## config.mk

```make
export PLATFORM = sky130hd
export DESIGN_NAME = zybo_counter_ctrl_top
export DESIGN_NICKNAME = d
export VERILOG_FILES = /design/src/rtl/zybo_counter_ctrl_top.sv
export SDC_FILE = /design/constraint.sdc
export NUM_CORES = 1
export LEC_CHECK = 0
export BUFFER_PORTS_ARGS = -buffer_cell sky130_fd_sc_hd__buf_4
export CAP_MARGIN = 5
export CELL_PAD_IN_SITES_DETAIL_PLACEMENT = 0
export CELL_PAD_IN_SITES_GLOBAL_PLACEMENT = 1
export CORE_MARGIN = 2
export CORE_UTILIZATION = 48
export DETAILED_ROUTE_END_ITERATION = 10
export GPL_TIMING_DRIVEN = 0
export PLACE_DENSITY = 0.85
export SYNTH_ARGS = -nofsm -noshare
export SYNTH_HDL_FRONTEND = slang
export SYNTH_SLANG_ARGS = --single-unit
export TNS_END_PERCENT = 30
```

## constraint.sdc

```tcl
create_clock -name sysclk -period 2.7 [get_ports sysclk]
set_input_delay 0.405 -clock sysclk [delete_from_list [all_inputs] [get_ports sysclk]]
set_output_delay 0.405 -clock sysclk [all_outputs]
set_load 0.01 [all_outputs]
```

## src/rtl/zybo_counter_ctrl_top.sv

```systemverilog
`default_nettype none
// ============================================================================
// zybo_counter_ctrl_top : debounced-button, rate-selectable LED counter top
// Optional: ZYBO_CTR_SATURATE_EN (saturating counter instead of wrapping)
// Rev 1.0
// ============================================================================
module zybo_counter_ctrl_top #(
    parameter int DIV_W = 26,
    parameter int DEB_W = 20,
    parameter int CNT_W = 8,
    parameter int LED_W = 4
) (
    input  logic             sysclk,
    input  logic             rst,
    input  logic [3:0]       btn,
    input  logic [3:0]       sw,
    output logic [LED_W-1:0] led,
    output logic [CNT_W-1:0] count,
    output logic             tick
);
    localparam logic [0:0] ST_RUN  = 1'b0;
    localparam logic [0:0] ST_HOLD = 1'b1;

    localparam logic [1:0] DM_LOW  = 2'd0;
    localparam logic [1:0] DM_HIGH = 2'd1;
    localparam logic [1:0] DM_TICK = 2'd2;

    logic [3:0]       btn_s1, btn_s2, sw_s1, sw_s2;
    logic [3:0]       stable, stable_q, press;
    logic [DIV_W-1:0] div, div_mask;
    logic [0:0]       state;
    logic [1:0]       mode;
    logic             tick_tog;
    logic             step;
    logic [CNT_W-1:0] count_step;

    always_ff @(posedge sysclk) begin
        if (rst) begin
            btn_s1   <= '0;
            btn_s2   <= '0;
            sw_s1    <= '0;
            sw_s2    <= '0;
            stable_q <= '0;
        end else begin
            btn_s1   <= btn;
            btn_s2   <= btn_s1;
            sw_s1    <= sw;
            sw_s2    <= sw_s1;
            stable_q <= stable;
        end
    end

    for (genvar i = 0; i < 4; i++) begin : g_deb
        logic [DEB_W-1:0] deb_cnt;
        logic             stab;

        always_ff @(posedge sysclk) begin
            if (rst) begin
                deb_cnt <= '0;
                stab    <= 1'b0;
            end else if (btn_s2[i] == stab) begin
                deb_cnt <= '0;
            end else if (&deb_cnt) begin
                stab    <= btn_s2[i];
                deb_cnt <= '0;
            end else begin
                deb_cnt <= deb_cnt + 1'b1;
            end
        end

        assign stable[i] = stab;
    end

    assign press = stable & ~stable_q;

    // Each rate step shortens the compared field of div by two bits.
    assign div_mask = {DIV_W{1'b1}} >> {sw_s2[3:2], 1'b0};

    always_ff @(posedge sysclk) begin
        if (rst) begin
            div  <= '0;
            tick <= 1'b0;
        end else begin
            div  <= div + 1'b1;
            tick <= ((div & div_mask) == div_mask);
        end
    end

    assign step = (state == ST_RUN) ? (tick & sw_s2[0]) : press[2];

`ifdef ZYBO_CTR_SATURATE_EN
    always_comb begin
        count_step = count;
        if (!sw_s2[1]) begin
            if (~&count) count_step = count + 1'b1;
        end else begin
            if (|count) count_step = count - 1'b1;
        end
    end
`else
    assign count_step = sw_s2[1] ? (count - 1'b1) : (count + 1'b1);
`endif

    always_ff @(posedge sysclk) begin
        if (rst) begin
            state    <= ST_RUN;
            mode     <= DM_LOW;
            count    <= '0;
            tick_tog <= 1'b0;
            led      <= '0;
        end else begin
            // step is derived from the pre-toggle state, so a coincident toggle still counts
            if (press[1]) state <= (state == ST_RUN) ? ST_HOLD : ST_RUN;

            if (press[0])  count <= '0;
            else if (step) count <= count_step;

            tick_tog <= tick_tog ^ tick;

            if (press[3]) mode <= (mode == DM_TICK) ? DM_LOW : mode + 2'd1;

            case (mode)
                DM_LOW:  led <= count[LED_W-1:0];
                DM_HIGH: led <= count[CNT_W-1 -: LED_W];
                default: led <= {{(LED_W-1){state == ST_RUN}}, tick_tog};
            endcase
        end
    end
endmodule
`default_nettype wire
```

==> summary.md <==
| Metric | Value |
|---|---|
| Chip Width | 118 µm |
| Fin Setup TNS | 0 ns |
| Crit path max-delay cell type | dfxtp_1 |
| CTS tree | built |
| Port-buffer cells | 21 |
| RSZ-0062 raised after global routing | false |
| Slew Limit Fails | 0 |
| Pre-CTS setup slack | about 0.64 ns |
| Via count | ~4700 |
| Num Clock Sinks | 147 |
| Seq/Total Area, Yosys | 0.472 |
| Commonest non-fill, non-tap cell in the layout | dfxtp_1 |
| Synth unique cells | 58 |
| Post-Synthesis Cells | 687 |
| Worst-path clk slew | ~0.06 ns |
| CP max FO | 9 |
| Drt via density | 5.17 |
| Core area | 0.0127 mm² |
| Rel. slew slack | 0.634 |
| Inserted Clock Buffers | 17 |
| Vias in the first global route | 4613 |
| Yosys reg bits | 147 |
| Final worst path period share | 0.772 |
| Num rows | 41 |
| CTS Root Cell | clkbuf_16 |
| Clock latency at the later pin of the worst-skew pair | approximately 0.42 ns |
| I/O pin total | 23 |
| Clock Tree Buf Depth | 2 |
| Most frequent cells in the layout | dfxtp_1 (147), nor2_1 (128), xor2_1 (62) |
| Final hold violations | 0 |
| Ys async rst share | 0 |
| Post-synthesis cell area | 0.00623 mm² |
| Most used cell, CP | o21ai_0 |
| Hold-fix buffers, CTS | 0 |
| CTS resizes | 0 |
| Worst-path cell chain | ha_1 -> o21ai_0 -> o21ai_0 -> and3_1 -> or4_1 -> a21oi_1 |
| First-pass GRT wire length | 20500 µm |
| Peak supply drop | 0.412 mV |
| Reg2reg setup slack | ~0.61 ns |
| HPWL after detailed placement | 8190 µm |
| Layout cells sized above 1 | 0.107 |
| Pin count of the biggest net entering global routing | 17 |
| Pleak | ~2.6 nW |
| Initial Util | 0.492 |
| Crit path arrival time | 2.44 ns |
| Bufs and invs on worst path | 0 |
| Worst min-delay path class | in -> reg |
| Initial DRC count | 222 |
| Max-cap violations | 0 |
| DRT Pass-1 Iters | 5 |
| Syn Nets | 709 |
| Slack of the critical path | 0.614 ns |
| Required @ worst endpoint | between 3 and 4 ns |
| H-Tree Depth | 4 |
| Crit path kind | reg -> reg |
| Fin crit period | 2.09 ns |
| Syn Area/Cell | 9.08 µm² |
| Syn. warnings | 0 |
| Area growth syn-to-layout | 16.0% |
| Fmax | about 0.48 GHz |
| Die Y | 118 µm |
| Worst Setup End Kind | flop |
| Diode count | 0 |
| Least-Margin Pin Slew | 0.546 ns |
| Grt total ovfl | 0 |
| Routed Antenna Nets | 0 |
| Largest delay share family, worst path | simple AND/OR/NAND/NOR gates |
| WL final | 11600 µm |
| Setup Skew | 0.00534 ns |
| # setup viols final | 0 |
| DR WL/cell | approximately 13 µm |
| PD cells | about 650 mW/mm² |
| Gr usage total | 0.179 |
| Status | complete, no violations |
| Die ar. | 0.0139 mm² |
| EDFF count, synth | 0 |
| Synth Flop Type | dfxtp_1 |
| Slowest stage delay, CP | 0.50 ns |
| Final net count | approximately 750 |
| DRC errors left | 0 |
| Startpoint Class | flop |
| Setup bufs post-CTS | 0 |
| Routability congestion estimate | 0.847 |
| Initial antenna violation count | 0 |
## final cells by class
class,instances,area [µm²]
plain buffers,24,113
multi-input cells,504,3130
repair buffers,21,158
well taps,172,215
inverters,12,45.0
clock buffers,18,439
clock inverters,14,186
flip-flops and latches,147,2940
fillers,1150,5440
## state kept, by name (all words and copies together) (netlist names)
register       flops
mode               2
btn_s2             4
btn_s1             4
state              1
tick_tog           1
stable_q           4
count              8
tick               1
sw_s2              4
g_deb.deb_cnt     80
led                4
sw_s1              4
g_deb.stab         4
div               26
## worst paths after layout
check | start | endpoint | depth (start not counted)
max | sw_s2[1]$_SDFF_PP0_ | count[7]$_SDFFE_PP0P_ | 6
min | btn[3] | btn_s1[3]$_SDFF_PP0_ | 2
min reg2reg | sw_s1[2]$_SDFF_PP0_ | sw_s2[2]$_SDFF_PP0_ | 1
max reg2reg | sw_s2[1]$_SDFF_PP0_ | count[7]$_SDFFE_PP0P_ | 6
## cell usage after synthesis (all sizes together) (3+ instances only)
library cell	n	area (µm²)
clkbuf	15	56.3
xor2	62	543
nand4	28	181
dfxtp	147	2940
nand3	43	215
nor3	16	90.1
mux2	4	45.0
or4	3	22.5
nor4	6	65.1
and4	10	90.1
o211ai	3	22.5
a21o	4	30.0
nand2	43	161
buf	9	56.3
o21ai	8	40.0
mux2i	4	40.0
inv	12	45.0
nor2	129	487
ha	11	138
o21bai	3	33.8
nand2b	5	31.3
o21a	5	37.5
and3	14	93.8
nor2b	25	156
a21oi	18	90.1
xnor2	34	298
or3	3	18.8
## per-stage QoR
stage,power [W],instance area (µm²),std cells,util,hold WS (ns)
final,0.00473,7230,912,0.571,0.195
after global routing,0.00489,7230,912,0.571,0.190
after CTS,0.00478,7230,912,0.571,0.178
after detailed placement,0.00232,6610,880,0.521,0.422
after global placement,0.00232,6610,880,0.521,0.422
after floorplan,0.00229,6230,687,-,0.414
## layer usage
layer	share of wire	track usage	vias up
met1	0.46	0.219	2201
met3	0.033	0.0402	25
met4	0.024	0.0904	0
li1	-	-	2415
met2	0.48	0.298	77
met5	0	0	-
## logic make-up (layout without fill, tap and decap cells)
logic type / count (synthesis) / count (layout) / share of synthesized area
compound gates: 55 / 55 / 0.0600
xor+xnor: 96 / 96 / 0.135
fa+ha+maj: 12 / 12 / 0.0253
buf+inv: 36 / 89 / 0.0253
flops: 147 / 147 / 0.472
mux: 8 / 8 / 0.0136
simple gates: 333 / 333 / 0.269
## report_power, final
group,internal (W),total (W),switching (W)
clock,0.00156,0.00246,0.000898
sequential,0.00219,0.00220,0.00000982
combinational,0.0000329,0.0000769,0.0000440
Power figures use the tool's default switching activity.
